**src/rtl/vx_issue_watchdog.sv**
```systemverilog
// Issue-stage watchdog: passively observes scoreboard set/clear, operand-bank
// collisions and scoreboard->operands handshakes, and raises bounded-timeout
// and protocol errors with a sticky first-error capture and a saturating count.
module vx_issue_watchdog #(
    parameter int NUM_WARPS         = 4,
    parameter int NUM_REGS          = 32,
    parameter int REG_TIMEOUT       = 1024,
    parameter int COLLISION_TIMEOUT = 4,
    parameter int OPERAND_LATENCY   = 5,
    parameter int MAX_PENDING       = 4,
    localparam int WW = $clog2(NUM_WARPS),
    localparam int RW = $clog2(NUM_REGS),
    localparam int PW = $clog2(MAX_PENDING)
) (
    input  logic          clk_i,
    input  logic          reset_n_i,
    input  logic          enable_i,
    input  logic          set_valid_i,
    input  logic [WW-1:0] set_wid_i,
    input  logic [RW-1:0] set_reg_i,
    input  logic          clr_valid_i,
    input  logic [WW-1:0] clr_wid_i,
    input  logic [RW-1:0] clr_reg_i,
    input  logic          has_collision_i,
    input  logic          sb_fire_i,
    input  logic          opd_fire_i,
    input  logic          err_clr_i,
    output logic          err_valid_o,
    output logic [2:0]    err_code_o,
    output logic [WW-1:0] err_wid_o,
    output logic [RW-1:0] err_reg_o,
    output logic [7:0]    err_count_o,
    output logic [PW:0]   pending_cnt_o
);

    // Flat register index is {wid, reg}; NUM_WARPS and NUM_REGS are powers of two.
    localparam int NE   = NUM_WARPS * NUM_REGS;
    localparam int IW   = WW + RW;
    localparam int AW   = $clog2(REG_TIMEOUT + 1);
    localparam int CW   = $clog2(COLLISION_TIMEOUT + 2);
    localparam int OW   = $clog2(OPERAND_LATENCY + 1);
    localparam int CNTW = PW + 1;

    function automatic logic [7:0] sat8(input logic [15:0] v);
        return (v > 16'd255) ? 8'hFF : v[7:0];
    endfunction

    logic [NE-1:0]   inUse_q, inUse_d, setHitV, clrHitV, toErrV;
    logic [AW-1:0]   age_q [NE];
    logic [AW-1:0]   age_d [NE];
    logic [IW-1:0]   setIdx, clrIdx, toIdx;
    logic            sameReg, dblErr, spurErr;
    logic [CW-1:0]   collCnt_q, collCnt_d;
    logic            collErr;
    logic [OW-1:0]   opAge_q [MAX_PENDING];
    logic [OW-1:0]   opAge_d [MAX_PENDING];
    logic [MAX_PENDING-1:0] rep_q, rep_d;
    logic [PW-1:0]   head_q, head_d, tail;
    logic [CNTW-1:0] count_q, count_d;
    logic            full, empty, doPush, doPop, opdErr, ovfErr, unfErr;
    logic            anyErr;
    logic [2:0]      selCode;
    logic [WW-1:0]   selWid;
    logic [RW-1:0]   selReg;
    logic [15:0]     evCnt;
    logic            errValid_q, errValid_d, pendValid_q, pendValid_d;
    logic [2:0]      errCode_q, errCode_d, pendCode_q, pendCode_d;
    logic [WW-1:0]   errWid_q, errWid_d, pendWid_q, pendWid_d;
    logic [RW-1:0]   errReg_q, errReg_d, pendReg_q, pendReg_d;
    logic [7:0]      errCount_q, errCount_d, pendCnt_q, pendCnt_d;

    assign setIdx  = {set_wid_i, set_reg_i};
    assign clrIdx  = {clr_wid_i, clr_reg_i};
    assign setHitV = set_valid_i ? (NE'(1) << setIdx) : '0;
    assign clrHitV = clr_valid_i ? (NE'(1) << clrIdx) : '0;
    assign sameReg = set_valid_i && clr_valid_i && (setIdx == clrIdx);
    assign dblErr  = enable_i && set_valid_i && inUse_q[setIdx] && !sameReg;
    assign spurErr = enable_i && clr_valid_i && !inUse_q[clrIdx] && !sameReg;

    // In-use bits follow set/clear even when disabled; ages advance only when enabled,
    // and a timeout is flagged on the cycle the age steps onto REG_TIMEOUT.
    always_comb begin
        inUse_d = inUse_q;
        age_d   = age_q;
        toErrV  = '0;
        for (int i = 0; i < NE; i++) begin
            if (clrHitV[i]) inUse_d[i] = 1'b0;
            if (setHitV[i]) begin
                inUse_d[i] = 1'b1;
                age_d[i]   = '0;
            end else if (enable_i && inUse_q[i] && !clrHitV[i] &&
                         age_q[i] != AW'(REG_TIMEOUT)) begin
                age_d[i] = age_q[i] + AW'(1);
                if (age_q[i] == AW'(REG_TIMEOUT - 1)) toErrV[i] = 1'b1;
            end
        end
    end

    // Collision run length, saturating one past the limit so the error fires once per run.
    always_comb begin
        collCnt_d = collCnt_q;
        collErr   = 1'b0;
        if (enable_i) begin
            if (has_collision_i) begin
                if (collCnt_q != CW'(COLLISION_TIMEOUT + 1)) collCnt_d = collCnt_q + CW'(1);
                collErr = (collCnt_q == CW'(COLLISION_TIMEOUT));
            end else begin
                collCnt_d = '0;
            end
        end
    end

    assign full  = (count_q == CNTW'(MAX_PENDING));
    assign empty = (count_q == '0);
    assign tail  = head_q + count_q[PW-1:0];

    // Age FIFO of outstanding scoreboard->operands transactions; a pop frees the head
    // before a push claims a slot, so push+pop on a full FIFO is legal.
    always_comb begin
        opAge_d = opAge_q;
        rep_d   = rep_q;
        head_d  = head_q;
        count_d = count_q;
        doPop   = 1'b0;
        doPush  = 1'b0;
        opdErr  = 1'b0;
        ovfErr  = 1'b0;
        unfErr  = 1'b0;
        if (enable_i) begin
            opdErr = !empty && !rep_q[head_q] && (opAge_q[head_q] == OW'(OPERAND_LATENCY));
            if (opdErr) rep_d[head_q] = 1'b1;
            for (int j = 0; j < MAX_PENDING; j++) begin
                if (opAge_q[j] != OW'(OPERAND_LATENCY)) opAge_d[j] = opAge_q[j] + OW'(1);
            end
            doPop  = opd_fire_i && !empty;
            unfErr = opd_fire_i && empty;
            doPush = sb_fire_i && (!full || doPop);
            ovfErr = sb_fire_i && !doPush;
            if (doPop) head_d = head_q + PW'(1);
            if (doPush) begin
                opAge_d[tail] = '0;
                rep_d[tail]   = 1'b0;
            end
            count_d = count_q + CNTW'(doPush) - CNTW'(doPop);
        end
    end

    // Pick the lowest code raised this cycle (lowest flat index for timeouts) and count all events.
    always_comb begin
        toIdx = '0;
        evCnt = 16'(dblErr) + 16'(spurErr) + 16'(collErr) + 16'(opdErr) + 16'(ovfErr) + 16'(unfErr);
        for (int i = NE - 1; i >= 0; i--) begin
            if (toErrV[i]) toIdx = IW'(i);
            evCnt = evCnt + 16'(toErrV[i]);
        end
        anyErr  = 1'b1;
        selCode = 3'd0;
        selWid  = '0;
        selReg  = '0;
        if (|toErrV) begin
            selCode = 3'd1; selWid = toIdx[IW-1:RW]; selReg = toIdx[RW-1:0];
        end else if (dblErr) begin
            selCode = 3'd2; selWid = set_wid_i; selReg = set_reg_i;
        end else if (spurErr) begin
            selCode = 3'd3; selWid = clr_wid_i; selReg = clr_reg_i;
        end else if (collErr) selCode = 3'd4;
        else if (opdErr)      selCode = 3'd5;
        else if (ovfErr)      selCode = 3'd6;
        else if (unfErr)      selCode = 3'd7;
        else                  anyErr  = 1'b0;
    end

    // Sticky capture; errors arriving on an err_clr edge are parked and landed one cycle later.
    always_comb begin
        errValid_d  = errValid_q;
        errCode_d   = errCode_q;
        errWid_d    = errWid_q;
        errReg_d    = errReg_q;
        errCount_d  = errCount_q;
        pendValid_d = 1'b0;
        pendCode_d  = '0;
        pendWid_d   = '0;
        pendReg_d   = '0;
        pendCnt_d   = '0;
        if (err_clr_i) begin
            errValid_d  = 1'b0;
            errCode_d   = '0;
            errWid_d    = '0;
            errReg_d    = '0;
            errCount_d  = '0;
            pendValid_d = pendValid_q || anyErr;
            pendCode_d  = pendValid_q ? pendCode_q : selCode;
            pendWid_d   = pendValid_q ? pendWid_q  : selWid;
            pendReg_d   = pendValid_q ? pendReg_q  : selReg;
            pendCnt_d   = sat8(16'(pendCnt_q) + evCnt);
        end else begin
            errCount_d = sat8(16'(errCount_q) + 16'(pendCnt_q) + evCnt);
            if (!errValid_q && pendValid_q) begin
                errValid_d = 1'b1; errCode_d = pendCode_q; errWid_d = pendWid_q; errReg_d = pendReg_q;
            end else if (!errValid_q && anyErr) begin
                errValid_d = 1'b1; errCode_d = selCode; errWid_d = selWid; errReg_d = selReg;
            end
        end
    end

    // All monitor state registers with asynchronous active-low reset.
    always_ff @(posedge clk_i or negedge reset_n_i) begin
        if (!reset_n_i) begin
            inUse_q     <= '0;
            age_q       <= '{default: '0};
            collCnt_q   <= '0;
            opAge_q     <= '{default: '0};
            rep_q       <= '0;
            head_q      <= '0;
            count_q     <= '0;
            errValid_q  <= 1'b0;
            errCode_q   <= '0;
            errWid_q    <= '0;
            errReg_q    <= '0;
            errCount_q  <= '0;
            pendValid_q <= 1'b0;
            pendCode_q  <= '0;
            pendWid_q   <= '0;
            pendReg_q   <= '0;
            pendCnt_q   <= '0;
        end else begin
            inUse_q     <= inUse_d;
            age_q       <= age_d;
            collCnt_q   <= collCnt_d;
            opAge_q     <= opAge_d;
            rep_q       <= rep_d;
            head_q      <= head_d;
            count_q     <= count_d;
            errValid_q  <= errValid_d;
            errCode_q   <= errCode_d;
            errWid_q    <= errWid_d;
            errReg_q    <= errReg_d;
            errCount_q  <= errCount_d;
            pendValid_q <= pendValid_d;
            pendCode_q  <= pendCode_d;
            pendWid_q   <= pendWid_d;
            pendReg_q   <= pendReg_d;
            pendCnt_q   <= pendCnt_d;
        end
    end

    assign err_valid_o   = errValid_q;
    assign err_code_o    = errCode_q;
    assign err_wid_o     = errWid_q;
    assign err_reg_o     = errReg_q;
    assign err_count_o   = errCount_q;
    assign pending_cnt_o = count_q;

endmodule

```
**config.mk**
```make
export PLATFORM = sky130hd
export DESIGN_NAME = vx_issue_watchdog
export DESIGN_NICKNAME = d
export VERILOG_FILES = /design/src/rtl/vx_issue_watchdog.sv
export SDC_FILE = /design/constraint.sdc
export NUM_CORES = 2
export LEC_CHECK = 0
export ABC_AREA = 1
export BUFFER_PORTS_ARGS = -buffer_cell sky130_fd_sc_hd__buf_2
export CAP_MARGIN = 30
export CORE_AREA = 2 2 615 617
export CTS_CLUSTER_SIZE = 24
export DETAILED_ROUTE_END_ITERATION = 7
export DIE_AREA = 0 0 617 619
export GPL_TIMING_DRIVEN = 1
export PLACE_DENSITY_LB_ADDON = 0.3
export SLEW_MARGIN = 25
export SYNTH_ARGS = -nofsm -noshare
export SYNTH_HDL_FRONTEND = slang
export SYNTH_SLANG_ARGS = --single-unit
```
**constraint.sdc**
```tcl
create_clock -name clk_i -period 24.3 [get_ports clk_i]
set_clock_uncertainty 0.15 [all_clocks]
set_input_delay 1.215 -clock clk_i [delete_from_list [all_inputs] [get_ports clk_i]]
set_output_delay 1.215 -clock clk_i [all_outputs]
set_load 0.02 [all_outputs]
```
==> results.md <==
- Initial drt markers: 7763
- Final net count: 12830
- Top sig layer: met5
- Met2 Routed Length: 136.4 mm
- TritonCTS clock tree: done
- Worst-path fanout max: 22
- Worst-Margin Slew: 1.059 ns
- Maximum VDD drop: 56.39 uV
- Post-synth top cells: 2270 x inv_1, 1791 x nand2_1, 1598 x dfrtp_1
- Vias per cell: 4.866
- Minimum clock period: 12.88 ns
- Final instance area: 0.1070 sq mm
- Syn_nets: 12640
- Slowest cell on crit path: fa_1
- Antenna violations before repair: 18
- Setup_tns: 0 ns
- Vias: 85240
- Worst skew pair latency: 0.95 ns
- GRT overflow: 0
- CP Data Arrival Time: 13.48 ns
- PostCTS Resize Cnt: 0
- Port Buffers: 44
- Core area: 0.3747 sq mm
- PwrDens: 84.76 mW/mm^2
- Clock root buffer: clkbuf_16
- Io pins: 45
- Remaining antenna violation count: 0
- Share of layout cells above drive strength 1: 4.341%
- Multi-input logic area: 0.04415 sq mm
- Syn Std Cell Area: 0.09350 sq mm
- Post-synth EDFFs: 0
- Largest net degree at the start of global routing: 132
- Die width: 617 um
- Worst R2R Setup Slack: 12.77 ns
- Top_reg_cell synth: dfrtp_1
- Final Total Pwr: 9.072 mW
- Synth area leader: dfrtp_1
- Final Wtd Congestion: 0.9892
- Number of synthesis warnings: 0
- Hold Buf Count CTS: 0
- Finished Layout Cells: 17520
- Wl on met1: 147.6 mm
- CP dominant cell by count: fa_1
- #FFs+latches synth: 1598
- Mean Syn Cell Area: 7.684 sq um
- Status: finished, violations left
- Post-layout util: 28.56%
- Ys async rst share: 100.0%
- Max Buffers Root-to-Sink: 4
- Slew HR: 29.30%
- Gr usage total: 16.61%
- Worst setup EP type: flip-flop
- Worst flop-to-flop path endpoint: err_count_o[2]$_DFF_PN0_
- Max Cap Violations: 0
- Largest cells by area after synthesis: dfrtp_1 43%, inv_1 9.1%, nand2_1 7.2%, o21ai_0 5.0%, a21oi_1 4.8%
- Routed WL: 323.0 mm
- RSZ-0062 raised after global routing: no
- Tcrit/Tclk final: 53.00%
- Startpoint Class: primary input
- Final hold vios: 0
- Most frequent cell after synthesis: inv_1
- Area Overhead vs Synth: 14.47%
- Total placed cells including tap cells: 17150
- Final setup violation count: 0
- Clock sink count: 1598
- Routed wl met3: 20.93 mm
- Synth unique cells: 68
- Routed wire per std cell: 18.44 um
- First-pass GRT wire length: 495.1 mm
- Die H: 619 um
- Final Max Slew Viols: 0
- Pre-antenna DRT Iters: 8
- Initial Utilization: 24.95%
- Part of the Yosys area used for sequential elements: 42.77%
- CTS clk-pin slew, worst paths: 0.06 ns
- CP Class: primary input to flip-flop
- Half-perimeter wire length after placement: 245.3 mm
- Crit-path max cell delay: 0.67 ns
- Reg2reg path depth: 36
- H-tree level count: 4
- Leakage: 48.84 nW
- Fmax: 77.65 MHz
- CP endpoint: err_count_o[2]$_DFF_PN0_
- Post-CTS setup repair buffer count: 0
- Worst setup path start: set_reg_i[1]
- Vias in the first global route: 80980
- DR DRC count: 22
- DP Area: 0.1001 sq mm
- Worst hold path class: primary input to async pin
- Sequential Area: 0.03999 sq mm
- Failing checks: DRC
- Fillers: 40430
- CTS Buf Count: 195
- WP data required: 24.90 ns
- Die Footprint: 0.3819 sq mm
- Crit Reg-Reg Startpoint: inUse_q[11]$_DFFE_PN0P_
- Row Count: 225
- Post-synthesis cell count: 12170
- Share of the synthesized area in the top cell type: 42.77%
## worst max-delay path: cells and delay by family
family	cells	cell delay, ns
simple gates	3	1.51
fa+ha+maj	14	6.41
buf+inv	9	1.96
compound gates	11	2.34
## flip-flops by register name, indices dropped and copies added (netlist names), 2 cells and up
register       flops
pendCode_q         3
age_q           1408
rep_q              4
collCnt_q          3
err_count_o        8
pendReg_q          5
inUse_q          128
err_reg_o          5
head_q             2
pending_cnt_o      3
pendCnt_q          8
opAge_q           12
err_wid_o          2
pendWid_q          2
err_code_o         3
## worst min path at each step
| stage | from | end | slack [ns] | depth (start not counted) |
|---|---|---|---|---|
| floorplan | age_q[988]$_DFFE_PN0P_ | age_q[988]$_DFFE_PN0P_ | 0.27 | 1 |
| global placement | age_q[988]$_DFFE_PN0P_ | age_q[988]$_DFFE_PN0P_ | 0.29 | 1 |
| detailed placement | age_q[755]$_DFFE_PN0P_ | age_q[755]$_DFFE_PN0P_ | 0.30 | 1 |
| CTS | reset_n_i | age_q[980]$_DFFE_PN0P_ | 0.17 | 1 |
| global route | reset_n_i | age_q[323]$_DFFE_PN0P_ | 0.19 | 1 |
| finish | reset_n_i | age_q[324]$_DFFE_PN0P_ | 0.14 | 1 |
## layer usage
| layer | track usage, % | up-vias |
|---|---|---|
| li1 | - | 41320 |
| met5 | 0 | - |
| met3 | 2.723 | 647 |
| met4 | 8.132 | 8 |
| met1 | 22.99 | 40780 |
| met2 | 25.03 | 2476 |
## per-stage QoR
stage	setup slack, ns	hold WS, ns
floorplan	11.42	0.2733
global placement	10.80	0.2936
detailed placement	10.84	0.2952
CTS	11.78	0.1655
global route	10.89	0.1867
finish	11.42	0.1442
## cells by family after synthesis
logic type	count (synthesis)	synth area share, %
xor gates and xnor gates	43	0.4028
adders and majority gates	446	7.020
DFF	1598	42.77
AOI/OAI and AO/OA	2405	14.56
muxes	2	0.02141
buffers and inverters	2497	10.06
and+or+nand+nor	5178	25.16
## cells in the final DEF, fill, tap and decap left out, drive strengths merged, types with 12 or more instances in the layout
master / count
nand3: 775
o2111ai: 14
fa: 131
nor4: 291
a221oi: 81
nor3: 843
nand3b: 19
o41ai: 62
o21a: 32
inv: 2315
a31oi: 85
a41oi: 19
o22ai: 61
nand2: 1798
a311oi: 19
bufinv: 21
o311ai: 19
dfrtp: 1598
o211ai: 12
a21oi: 898
a211oi: 95
xor2: 36
clkbuf: 287
nor2: 1041
o21ai: 931
clkinv: 70
ha: 315
and3: 12
diode: 12
a22oi: 21
buf: 139
nor3b: 50
nand4: 320
## cell type report
class	instances	share of cell area [%]
Tap cell	4994	5.838
Clock buffer	285	5.327
Multi-Input combinational cell	8074	41.25
Inverter	2348	8.239
Sequential cell	1598	37.36
Clock inverter	64	0.9715
Antenna cell	12	0.02806
Timing Repair Buffer	141	0.9820
## power by group
part	internal (mW)	leakage (nW)	total [mW]	switching, mW
logic	0.690	25.9	2.12	1.43
clock network	1.85	3.30	3.12	1.26
registers	3.31	19.6	3.84	0.524
(Power assumes the default switching activity.)
